### src/rtl/fifo_pkg.sv
// Shared definitions for the async FIFO and its read-domain stream adapter.
package fifo_pkg;

    localparam int          WIDTH      = 16;
    localparam int unsigned SKID_DEPTH = 3;

    typedef logic [1:0] ptr_t;

    function automatic ptr_t ptr_wrap(input ptr_t p);
        return (p == ptr_t'(SKID_DEPTH - 1)) ? ptr_t'(0) : ptr_t'(p + 2'd1);
    endfunction

endpackage

### src/rtl/stream_skid_buf.sv
// Three-entry circular buffer with push/pop/clear, occupancy and head data.
module stream_skid_buf
    import fifo_pkg::*;
#(
    parameter int width = WIDTH
) (
    input  logic             clk_i,
    input  logic             rst_i,
    input  logic             clear_i,
    input  logic             push_i,
    input  logic [width-1:0] push_data_i,
    input  logic             pop_i,
    output logic [1:0]       occ_o,
    output logic [width-1:0] head_o,
    output logic             valid_o
);

    logic [width-1:0] mem_q [SKID_DEPTH];
    ptr_t             rd_ptr_q;
    ptr_t             wr_ptr_q;
    logic [1:0]       occ_q;

    always_ff @(posedge clk_i) begin
        if (rst_i) begin
            mem_q    <= '{default: '0};
            rd_ptr_q <= '0;
            wr_ptr_q <= '0;
            occ_q    <= '0;
        end else if (clear_i) begin
            rd_ptr_q <= '0;
            wr_ptr_q <= '0;
            occ_q    <= '0;
        end else begin
            if (push_i) begin
                mem_q[wr_ptr_q] <= push_data_i;
                wr_ptr_q        <= ptr_wrap(wr_ptr_q);
            end
            if (pop_i) begin
                rd_ptr_q <= ptr_wrap(rd_ptr_q);
            end
            occ_q <= occ_q + {1'b0, push_i} - {1'b0, pop_i};
        end
    end

    // Upstream throttling keeps occ+pend below depth, so a full buffer never sees a push.
    always_ff @(posedge clk_i) begin
        if (!rst_i && !clear_i && push_i) begin
            assert (occ_q != 2'(SKID_DEPTH));
        end
    end

    always_comb begin
        occ_o   = occ_q;
        head_o  = mem_q[rd_ptr_q];
        valid_o = (occ_q != '0);
    end

endmodule

### src/rtl/fifo_rd_stream_adapter.sv
// Read-domain adapter: pops the async FIFO and re-presents words as a valid/ready stream.
module fifo_rd_stream_adapter
    import fifo_pkg::*;
#(
    parameter int width     = WIDTH,
    parameter int cnt_width = 16
) (
    input  logic                 clk_r,
    input  logic                 reset,
    input  logic                 FIFO_empty,
    input  logic [width-1:0]     data_in,
    output logic                 rd_en,
    input  logic                 flush,
    output logic [width-1:0]     out_data,
    output logic                 out_valid,
    input  logic                 out_ready,
    output logic [cnt_width-1:0] word_count,
    output logic                 busy
);

    logic                 pend_q;
    logic                 pend_d;
    logic                 discard_q;
    logic                 discard_d;
    logic [cnt_width-1:0] cnt_q;
    logic [cnt_width-1:0] cnt_d;
    logic [1:0]           occ;
    logic                 push;
    logic                 pop;

    stream_skid_buf #(
        .width (width)
    ) u_buf (
        .clk_i       (clk_r),
        .rst_i       (reset),
        .clear_i     (flush),
        .push_i      (push),
        .push_data_i (data_in),
        .pop_i       (pop),
        .occ_o       (occ),
        .head_o      (out_data),
        .valid_o     (out_valid)
    );

    // Throttle on registered occupancy plus in-flight read only; out_ready never reaches rd_en.
    always_comb begin
        rd_en = ~FIFO_empty & ~flush & ~reset
              & (({1'b0, occ} + {2'b00, pend_q}) < 3'(SKID_DEPTH));
        push  = pend_q & ~discard_q;
        pop   = out_valid & out_ready;
        busy  = (occ != '0) | pend_q;
        word_count = cnt_q;
    end

    always_comb begin
        pend_d    = rd_en;
        // A word in flight at a flush edge is also cleared by the buffer; the flag guards the next cycle.
        discard_d = flush & pend_q;
        cnt_d     = cnt_q;
        if (pop && !flush && (cnt_q != '1)) begin
            cnt_d = cnt_q + 1'b1;
        end
    end

    always_ff @(posedge clk_r) begin
        if (reset) begin
            pend_q    <= 1'b0;
            discard_q <= 1'b0;
            cnt_q     <= '0;
        end else begin
            pend_q    <= pend_d;
            discard_q <= discard_d;
            cnt_q     <= cnt_d;
        end
    end

endmodule

### config.mk
export PLATFORM = sky130hd
export DESIGN_NAME = fifo_rd_stream_adapter
export DESIGN_NICKNAME = d
export VERILOG_FILES = /design/src/rtl/fifo_pkg.sv /design/src/rtl/stream_skid_buf.sv /design/src/rtl/fifo_rd_stream_adapter.sv
export SDC_FILE = /design/constraint.sdc
export NUM_CORES = 1
export LEC_CHECK = 0
export CAP_MARGIN = 20
export CELL_PAD_IN_SITES_DETAIL_PLACEMENT = 0
export CELL_PAD_IN_SITES_GLOBAL_PLACEMENT = 1
export CORE_MARGIN = 2
export CORE_UTILIZATION = 37
export CTS_CLUSTER_DIAMETER = 80
export DETAILED_ROUTE_END_ITERATION = 7
export PLACE_DENSITY = 0.8
export SLEW_MARGIN = 30
export SYNTH_ARGS = -nofsm -noshare
export SYNTH_HDL_FRONTEND = slang
export SYNTH_HIERARCHICAL = 1
export SYNTH_SLANG_ARGS = --single-unit
### constraint.sdc
create_clock -name clk_r -period 1.5 [get_ports clk_r]
set_input_delay 0.15 -clock clk_r [delete_from_list [all_inputs] [get_ports clk_r]]
set_output_delay 0.15 -clock clk_r [all_outputs]
set_load 0.1 [all_outputs]
## After elaboration in Yosys (flattened, before gate mapping)

Cells that the tools add are included.
W data, S select, Z words.

| word-level totals | value |
|---|---|
| output and inout port bits | 35 |
| register bits | 72 |
| logic and storage cells | 50 |
| bits of input ports | 21 |

| cells by class | value |
|---|---|
| $lt $le $gt $ge | 4 |
| mux-type cells | 8 |
| reduce and logical (&&, ||, !) cells | 7 |
| eq/ne operators | 3 |
| bitwise gates (word level) | 13 |
| $add $sub $neg | 6 |

Operators with widths:

| kind | number |
|---|---|
| $bwmux W48 | 1 |
| $mux W16 | 3 |
| $bmux W16 S2 | 1 |
| $demux W16 S2 | 1 |
| $add A16 B1 Y16 const B | 1 |
| $ne A16 B16 Y1 const B | 1 |
| $and A1 B1 Y1 | 6 |
| $ge A3 B3 Y1 const B | 2 |
| $not A2 Y3 | 2 |
| $add A2 B1 Y2 const B | 2 |
| $eq A2 B2 Y1 const B | 2 |
| $mux W2 | 2 |
| $not A1 Y1 | 4 |
| $add A2 B1 Y3 | 1 |
| $logic_and A1 B1 Y1 | 3 |
| $lt A3 B1 Y1 const B | 1 |
| $lt A3 B2 Y1 const B | 1 |
| $add A2 B1 Y2 | 1 |
| $reduce_and A2 Y1 | 1 |
| $reduce_bool A2 Y1 | 1 |
| $reduce_or A2 Y1 | 1 |
| $sub A2 B1 Y2 | 1 |
| $logic_not A1 Y1 | 1 |
| $or A1 B1 Y1 | 1 |

## Longest topological paths before layout

Gate-level depths: netlist of the first run.

| logic depth | value |
|---|---|
| depth in word-level cells | 6 |
| gate-level depth with buffers | 7 |
| mapped depth without buffers | 7 |

## Cells and area by module

The synthesis of the first run kept the hierarchy.

Modules (own cells, without submodules):

| module | cells each | seq. area each (µm²) | area an instance (µm²) | instances |
|---|---|---|---|---|
| stream_skid_buf | 247 | 1081.0 | 2570.0 | 1 |
| fifo_rd_stream_adapter | 108 | 360.3 | 944.7 | 1 |

## Least setup slack after synthesis of the first run

Ideal clock, no wire load.

| timing path | value |
|---|---|
| kind | reg-to-output |
| from | reg pend_q |
| to | out rd_en |
| buffers on the path | 0 |
| path slack | -1.201 ns |
| required time | 1.350 ns |
| data arrival time | 2.551 ns |
| cell stages (with the launch flop) | 5 |
| cell sequence | dfxtp_1 -> ha_1 -> ha_1 -> or4_1 -> a21oi_1 |

| between the ends | value |
|---|---|
| word-level cells in the longest chain between the ends | 3 |

RTL lines:

| element | line | RTL |
|---|---|---|
| start, declared | fifo_rd_stream_adapter.sv:21 | `logic pend_q;` |
| start signal, assigned | fifo_rd_stream_adapter.sv:71 | `pend_q <= pend_d;` |
| $add A2 B1 Y3 | fifo_rd_stream_adapter.sv:48 | `& (({1'b0, occ} + {2'b00, pend_q}) < 3'(SKID_DEPTH));` |
| $lt A3 B2 Y1 | fifo_rd_stream_adapter.sv:48 |  |
| $and A1 B1 Y1 | fifo_rd_stream_adapter.sv:48 |  |
| end, declared | fifo_rd_stream_adapter.sv:12 | `output logic rd_en,` |

No other way between the ends.

## Final worst setup path of the first run

| timing path | value |
|---|---|
| from | reg u_buf.occ_q[0], in the netlist u_buf/occ_o[0] |
| to | out rd_en |

| between the ends | value |
|---|---|
| word-level cells in the longest chain between the ends | 3 |

RTL lines:

| element | line | RTL |
|---|---|---|
| start, declared | stream_skid_buf.sv:21 | `logic [1:0] occ_q;` |
| start signal, assigned | stream_skid_buf.sv:41 | `occ_q <= occ_q + {1'b0, push_i} - {1'b0, pop_i};` |
| $add A2 B1 Y3 | fifo_rd_stream_adapter.sv:48 |  |
| $lt A3 B2 Y1 | fifo_rd_stream_adapter.sv:48 |  |
| $and A1 B1 Y1 | fifo_rd_stream_adapter.sv:48 |  |

No other way between the ends.

==> flow_summary.json, run 1 <==
{
  "required_ps": 1350,
  "tightest_slew_ps": 371.9,
  "worst-setup-path-type": "reg2out",
  "die_w_um": 101.5,
  "place.gp.congestion": 0.7799,
  "ys_seq_elements": 72,
  "utilization_pct": 64.46,
  "drt-total-wl_mm": 9.208,
  "power_density_nw_per_um2": 685.0,
  "hold_violations": 0,
  "fillCellCount": 680,
  "diodes": 0,
  "seqCellArea_sq_um": 1504,
  "grt.met1_usage_pct": 21.91,
  "wl_per_cell_um": 15.71,
  "path_common_cell": "ha_1",
  "cts_made_buffers": 9,
  "maxCapViolCount": 0,
  "nets": 478,
  "dr.pass1.iters": 4,
  "async_flop_share_pct": 0,
  "p_total_w": 0.004080,
  "p_leak_nw": 2.274,
  "grt_use_met3_pct": 4.831,
  "post-place-ws_ps": -273.1,
  "crit_path_cell_trace": "ha_1 > ha_1 > or4_4 > a21oi_4 > buf_12",
  "synth_edf_count": 0,
  "postRouteAntennaNets": 0,
  "clkLatencyLatePin_ps": 350,
  "cts_buffer_depth": 2,
  "grt_use_met2_pct": 34.03,
  "ctsHoldBuffers": 0,
  "cts_tree": "built",
  "cts_sinks": 72,
  "io_pins": 56,
  "min_period_ps": 1964,
  "p_comb_share_pct": 11.3,
  "drt_iter0_drc": 70,
  "drv_slew": 0,
  "hold_class": "in2reg",
  "crit_arrival_ps": 1810,
  "critPathCaptureType": "output port",
  "ys.flop_type": "dfxtp_1",
  "grt_pass1_wl_mm": 15.03,
  "grt_overflow_total": 0,
  "fin_ws_ps": -463.7,
  "drive_gt1_share_pct": 40.92,
  "post-route-period-util_pct": 130.9,
  "core_area_sq_um": 9240,
  "yosysSeqAreaShare_pct": 41.01,
  "syn2layout_area_growth_pct": 69.46,
  "critPathMaxFanout": 4,
  "route.detailed.drc": 0,
  "p_clk_share_pct": 41.8,
  "crit_slowest_cell": "or4_4",
  "peakVddDrop_v": 0.0004737,
  "grt.total_usage_pct": 18.91,
  "grt_setup_unrepaired": "true",
  "cts_htree_levels": 3,
  "multi_input_area_sq_um": 2574,
  "slowest_delay_ps": 440,
  "top_usage_layer": "met2",
  "finalSetupViolCount": 38,
  "ys_warn_count": 6,
  "internal_power_w": 0.003106,
  "num_rows": 35,
  "violations": "setup timing",
  "switching_share_pct": 23.87,
  "clockRootBuffer": "clkbuf_8",
  "status": "complete, but fails checks",
  "ys_types": 47,
  "grt_antenna_before_repair": 0,
  "avgSynthCellArea_sq_um": 9.900,
  "r2r_slack_ps": -110,
  "syn_nets": 381,
  "io_buffer_count": 55,
  "slew_headroom_pct": 75.17,
  "vias_per_cell": 4.997,
  "via_count": 2928,
  "power_frac_seq_pct": 46.8,
  "initial_core_util_pct": 38.04,
  "hpwl_mm": 6.008,
  "max_freq_mhz": 509.2,
  "clk_pin_slew_ps": 70,
  "grt_max_degree": 85,
  "chipHeight_um": 101.5,
  "fin_skew_ps": 7.524,
  "syn_inst": 355,
  "syn_area_sq_um": 3515,
  "p_sw_w": 0.0009740,
  "die_area_sq_um": 10290,
  "cp-start-kind": "flop",
  "grt_pass1_vias": 3083
}
-- state kept, by name (all words and copies together), names as in the netlist --
| name | flops |
|---|---|
| discard_q | 1 |
| pend_q | 1 |
| u_buf/mem_q | 48 |
| u_buf/occ_o | 2 |
| u_buf/rd_ptr_q | 2 |
| u_buf/wr_ptr_q | 2 |
| word_count | 16 |
-- per-layer routing --
layer	wire length, um	part of all wire [%]
met4	144	1.6
met1	3929	43
met5	0	0
met2	4827	52
met3	306	3.3
-- critical path, delay by kind of cell (launching register included) --
kind | cells | cell delay (ps)
buf+inv | 1 | 190
simple gates | 1 | 440
fa+ha+maj | 2 | 340
compound gates | 1 | 160
flops | 1 | 340
-- area by class of cell --
type                       count  share of cell area [%]
clock buffer                  11                   2.374
clock inverter                 5                   1.324
inverter                       5                  0.3151
multi-input combinational    255                   43.21
sequential                    72                   25.25
tap                          129                   2.710
timing repair buffer         109                   24.81
-- power by group through the flow --
stage / sequential [W] / combinational, W / clock [W]
2_1_floorplan: 0.00196 / 0.000254 / 0
3_3_place_gp: 0.00195 / 0.000425 / 0
3_5_place_dp: 0.00195 / 0.000432 / 0
4_1_cts: 0.00191 / 0.000456 / 0.00176
5_1_grt: 0.00191 / 0.000488 / 0.00184
6_report: 0.00191 / 0.000463 / 0.00171
-- cell usage after synthesis, types with 5 or more instances --
library cell / count / area (sq um)
dfxtp_1: 72 / 1441
nand2b_1: 70 / 437.9
mux2i_1: 66 / 660.6
a21oi_1: 17 / 85.08
clkbuf_1: 15 / 56.30
o2bb2ai_1: 15 / 131.4
nand2_1: 7 / 26.28
nor2_1: 7 / 26.28
o21ai_0: 7 / 35.03
buf_2: 6 / 30.03
or3_1: 6 / 37.54
ha_1: 5 / 62.56
inv_1: 5 / 18.77
nand3_1: 5 / 25.02
o31ai_1: 5 / 37.54
-- final timing paths --
check | from | to | cells past startpoint
worst min-delay path | reset | pend_q | 3
worst min register to register | u_buf/mem_q[20] | u_buf/mem_q[20] | 2
worst max-delay path | u_buf/occ_o[0] | rd_en | 5
worst max register to register | u_buf/occ_o[1] | word_count[13] | 6
-- kinds of logic after synthesis --
group,count (synthesis),share of synthesized area (%)
buffers and inverters,28,3.524
and+or+nand+nor,132,24.31
AOI/OAI and AO/OA,50,9.612
xor gates and xnor gates,1,0.6408
adders and majority gates,5,1.780
DFF,72,41.01
muxes,67,19.12
-- placed cells by master, fill, tap and decap left out, types with 6 or more instances in the layout --
cell             instances
mux2i_1                 53
clkdlybuf4s50_1         19
buf_12                  43
o2bb2ai_4               15
mux2i_4                 11
buf_4                   38
a21oi_1                 14
dfxtp_4                 15
o21ai_0                  7
nor2_1                   7
dfxtp_1                 52
nand2b_1                70
nand2_1                  6
clkbuf_8                10
-- what timing repair did --
action,CTS,global route
buffers inserted,3,0
setup endpoints to repair,62,82
cloned,2,1
gates resized for setup,39,13
pin swaps,7,1
-- stage by stage --
| step | hold WS [ps] | instances | TNS, ps | instance area (sq um) |
|---|---|---|---|---|
| 2_1_floorplan | 270.8 | 355 | -5776 | 3974 |
| 3_3_place_gp | 458.6 | 564 | -8287 | 5344 |
| 3_5_place_dp | 463.9 | 564 | -8872 | 5344 |
| 4_1_cts | 134.2 | 585 | -5217 | 5858 |
| 5_1_grt | 134.5 | 586 | -8897 | 5956 |
| 6_report | 147.6 | 586 | -4747 | 5956 |
Power figures use the tool's default switching activity.
==> run 2: changes to the inputs <==
- CORE_ASPECT_RATIO: not set -> 1.1
- CORE_UTILIZATION: 37 -> 30
- PLACE_DENSITY: 0.8 -> 0.68
==> run 2 against run 1 <==
Sequential share of layout area shrank 1.1 points. Critical path depth is the same. Worst setup slack gained 2.0 ps. The flow still finishes with violations (setup timing). Clock skew shrank 4.7 ps. Largest power group is now clock. Non-clock buffer count grew 13. Clock power grew 22%. Sequential power is essentially flat. Highest routed layer unchanged. Fmax grew 0.10%. Count of clock-buffer cells in the layout grew 3. Critical endpoint unchanged. Final area grew 4.4%. Power grew 9.4%.
==> flow_summary.json, run 2 (same netlist as run 1, synthesis figures left out) <==
{
  "dp.cells": 581,
  "max_freq_mhz": 509.7,
  "cp-start-kind": "flop",
  "grt_overflow_total": 0,
  "vias_per_cell": 4.835,
  "cts_sinks": 72,
  "place.gp.congestion": 0.7760,
  "switching_share_pct": 23.07,
  "p_comb_share_pct": 10.5,
  "final_cell_mix": "nand2b_1, mux2i_1, dfxtp_1",
  "die_w_um": 107.2,
  "hold_class": "in2reg",
  "grt_setup_unrepaired": "true",
  "diodes": 0,
  "postRouteAntennaNets": 0,
  "min_from": "reset",
  "place_area_sq_um": 5353,
  "io_pins": 56,
  "core_area_sq_um": 11440,
  "power_density_nw_per_um2": 717.6,
  "final_cells": 620,
  "clkLatencyLatePin_ps": 320,
  "dr.pass1.iters": 4,
  "p_clk_share_pct": 46.6,
  "largest_reg_flops": 48,
  "syn2layout_area_growth_pct": 76.90,
  "io_buffer_count": 55,
  "design_area_sq_um": 6217,
  "largest-register": "u_buf/mem_q",
  "seqCellArea_sq_um": 1504,
  "status": "complete, but fails checks",
  "p_sw_w": 0.001029,
  "slew_headroom_pct": 79.03,
  "drt-total-wl_mm": 9.813,
  "cts_made_buffers": 9,
  "top_usage_layer": "met2",
  "fin_skew_ps": 2.817,
  "layout_commonest_cell": "nand2b_1",
  "crit_arrival_ps": 1810,
  "final.setup.tns_ps": -4779,
  "clockRootBuffer": "clkbuf_16",
  "drive_gt1_share_pct": 44.89,
  "grt.total_usage_pct": 16.09,
  "post-route-period-util_pct": 130.8,
  "grt_use_met3_pct": 2.492,
  "drt_iter0_drc": 96,
  "fillCellCount": 971,
  "nets": 491,
  "num_rows": 41,
  "multi_input_area_sq_um": 2577,
  "required_ps": 1350,
  "grt_use_met2_pct": 27.85,
  "min_period_ps": 1962,
  "hold_ws_ps": 184.0,
  "via_count": 2998,
  "tightest_slew_ps": 314.6,
  "grt_max_degree": 85,
  "fin_ws_ps": -461.8,
  "violations": "setup timing",
  "chipHeight_um": 117.5,
  "peakVddDrop_v": 0.0004882,
  "hpwl_mm": 6.185,
  "drv_slew": 0,
  "internal_power_w": 0.003432,
  "critPathCaptureType": "output port",
  "grt_antenna_before_repair": 0,
  "grt_pass1_wl_mm": 16.09,
  "grt_pass1_vias": 3175,
  "rr_startpoint": "u_buf/occ_o[1]",
  "wl_per_cell_um": 15.83,
  "die_area_sq_um": 12600,
  "p_total_w": 0.004462,
  "cts_tree": "built",
  "finalSetupViolCount": 35,
  "hold_violations": 0,
  "initial_core_util_pct": 30.72,
  "cts_buffer_depth": 2,
  "route.detailed.drc": 0,
  "cts_htree_levels": 3,
  "worst-setup-path-type": "reg2out",
  "clk_pin_slew_ps": 50,
  "grt.met1_usage_pct": 20.08,
  "maxCapViolCount": 0,
  "p_leak_nw": 2.429,
  "power_frac_seq_pct": 42.9,
  "crit_start": "u_buf/occ_o[0]",
  "critPathMaxFanout": 4
}
run 2: changes by cell type in the layout (fill, tap and decap cells not counted), moves of 3 or more:
cell       delta
a21oi_1       -5
a21oi_2       +5
buf_6         +7
buf_8         +3
clkbuf_16    +10
clkbuf_8      -8
mux2i_1       +5
mux2i_4       -6
nand3_1       -3
run 2: final timing paths:
path | cells after the start | to | slack [ps]
hold / removal | 3 | pend_q | 180
setup / recovery | 5 | rd_en | -460
setup reg to reg | 8 | word_count[8] | -130
hold reg to reg | 2 | u_buf/mem_q[42] | 480
run 2: timing repair:
action	in CTS	in global routing
buffers inserted	17	6
hold buffers	0	0
gates cloned	2	1
setup endpoints to repair	53	68
resized for setup	57	22
pin swaps	18	8
run 2: worst max-delay path, cell delays in order (launching register included):
cell	delay, ps
dfxtp_2	330
ha_1	180
ha_1	170
or4_4	440
a21oi_4	160
buf_12	190
run 2: cell type report:
type / count / share of cell area, %
clock inverter: 2 / 0.1610
timing repair buffer: 122 / 26.28
inverter: 5 / 0.3019
tap: 150 / 3.019
clock buffer: 14 / 4.588
sequential: 72 / 24.19
multi-input combinational: 255 / 41.46
run 2: through the flow:
stage | utilization, % | setup WS [ps]
5_1_grt | 54.35 | -506.3
3_5_place_dp | 46.79 | -344.6
3_3_place_gp | 46.79 | -300.3
6_report | 54.35 | -461.8
4_1_cts | 53.32 | -480.7
2_1_floorplan | - | -295.1
run 2: layer usage:
layer  routed length (um)  up-vias
met5                    0        -
met4                  132        0
met3                  313        9
met2                 5067       70
met1                 4301     1424
li1                     -     1495
run 2: power groups by stage:
stage,clock (W),combinational [W],sequential (W)
final,0.00208,0.000468,0.00191
after global placement,0,0.000427,0.00195
after CTS,0.00213,0.000459,0.00191
after global routing,0.00222,0.000492,0.00191
after detailed placement,0,0.000431,0.00195
after floorplan,0,0.000254,0.00196
==> run 3: changes to the inputs <==
- CTS_BUF_LIST: not set -> sky130_fd_sc_hd__clkbuf_8
- GPL_ROUTABILITY_DRIVEN: not set -> 0
- TNS_END_PERCENT: not set -> 1
==> run 3 against run 2 <==
The run still ends with setup timing left. Sequential share of layout area increased by 2.6 points. Critical endpoint unchanged. Via count decreased by 4.7%. Critical path depth did not move. Count of clock-buffer cells in the layout down 3. Register-to-register slack better by 50 ps. Final cell count decreased by 4.4%. Flip-flop and latch count is the same. Critical path type unchanged. Worst setup slack lost 15 ps. Final area is 11% lower. Fmax down 0.76%. Highest routed layer unchanged.
==> flow_summary.json, run 3 (same netlist as run 1, synthesis figures left out) <==
{
  "critPathCaptureType": "output port",
  "cp-start-kind": "flop",
  "p_leak_nw": 2.162,
  "power_density_nw_per_um2": 710.8,
  "grt_pass1_wl_mm": 14.39,
  "cts_buffer_depth": 2,
  "hold_class": "in2reg",
  "critPathMaxFanout": 3,
  "grt_pass1_vias": 2928,
  "status": "complete, but fails checks",
  "route.detailed.drc": 0,
  "finalSetupViolCount": 21,
  "cts_sinks": 72,
  "post-place-ws_ps": -290.3,
  "violations": "setup timing",
  "crit_arrival_ps": 1830,
  "maxCapViolCount": 0,
  "chipHeight_um": 117.5,
  "drive_gt1_share_pct": 38.83,
  "slew_headroom_pct": 79.46,
  "largest_reg_flops": 48,
  "io_buffer_count": 55,
  "post-route-period-util_pct": 131.8,
  "required_ps": 1350,
  "syn2layout_area_growth_pct": 57.89,
  "nets": 464,
  "cts_htree_levels": 3,
  "utilization_pct": 48.51,
  "hpwl_mm": 5.932,
  "cts_made_buffers": 9,
  "via_count": 2858,
  "vias_per_cell": 4.820,
  "min_period_ps": 1977,
  "max_freq_mhz": 505.9,
  "io_pins": 56,
  "cts_tree": "built",
  "die_w_um": 107.2,
  "peakVddDrop_v": 0.0003993,
  "ctsHoldBuffers": 0,
  "fin_skew_ps": 7.174,
  "fin_ws_ps": -476.9,
  "worst-setup-path-type": "reg2out",
  "clkLatencyLatePin_ps": 350,
  "wl_per_cell_um": 14.75,
  "layout_commonest_cell": "nand2b_1",
  "final.setup.tns_ps": -3040,
  "tightest_slew_ps": 305.9,
  "hold_violations": 0,
  "dr.pass1.iters": 6,
  "grt_antenna_before_repair": 0,
  "grt_max_degree": 85,
  "drt_iter0_drc": 64,
  "dp.cells": 576,
  "die_area_sq_um": 12600,
  "final_cell_mix": "nand2b_1, mux2i_1, dfxtp_1",
  "initial_core_util_pct": 30.72,
  "diodes": 0,
  "grt.total_usage_pct": 14.32,
  "drv_slew": 0,
  "postRouteAntennaNets": 0,
  "core_area_sq_um": 11440,
  "clockRootBuffer": "clkbuf_8",
  "num_rows": 41,
  "grt_setup_unrepaired": "true",
  "drt-total-wl_mm": 8.747,
  "grt_overflow_total": 0,
  "final_cells": 593,
  "clk_pin_slew_ps": 80,
  "largest-register": "u_buf/mem_q"
}
## run 3: cell count changes in the layout (fill, tap and decap cells not counted), sizes merged
cell and delta:
buf -25, clkbuf -4, clkinvlp +2, bufbuf -1
bufinv +1
## run 3: cell type report
class                           count  area (sq um)
Clock buffer                       11         151.4
Clock inverter                      5         55.05
Fill cell                        1042          5891
Inverter                            5         18.77
Multi-Input combinational cell    255          2366
Sequential cell                    72          1488
Tap cell                          150         187.7
Timing Repair Buffer               95          1282
## run 3: final timing paths
path                                       from         endpoint  slack, ps  cells after the start
worst max-delay path                     pend_q            rd_en       -480                      5
worst min-delay path                      reset           pend_q        150                      3
worst max register to register    word_count[1]   word_count[13]        -80                      6
worst min register to register  u_buf/mem_q[19]  u_buf/mem_q[19]        480                      2
## run 3: repair_timing
item,CTS,global route
setup endpoints to repair,55,61
resized for setup,16,29
pin swaps,6,6
buffers inserted,0,1
## run 3: through the flow
stage / hold slack (ps) / cell area [sq um] / total power (W)
2_1_floorplan: 270.8 / 3807 / 0.002211
3_3_place_gp: 447.4 / 5166 / 0.002380
3_5_place_dp: 450.8 / 5166 / 0.002385
4_1_cts: 136.3 / 5415 / 0.003991
5_1_grt: 146.3 / 5549 / 0.004110
6_report: 150.9 / 5549 / 0.003944
## run 3: routing by layer
metal	global-route usage, %	part of all wire (%)
met1	17.81	45
met4	4.140	0.85
met2	23.85	50
met3	4.208	3.9
met5	0	0
## run 3: critical path, stage by stage (launching register included)
cell and delay, ps:
dfxtp_2 340, ha_1 200, ha_2 160, or4_4 440, a21oi_4 150, buf_12 190
## run 3: power by group
| part | leakage (nW) | switching, W | total, W | internal (W) |
|---|---|---|---|---|
| combinational | 1.47 | 0.000228 | 0.000432 | 0.000204 |
| sequential | 0.593 | 0.0000101 | 0.00192 | 0.00191 |
| clock | 0.101 | 0.000741 | 0.00159 | 0.000853 |
| total | 2.16 | 0.000979 | 0.00394 | 0.00297 |
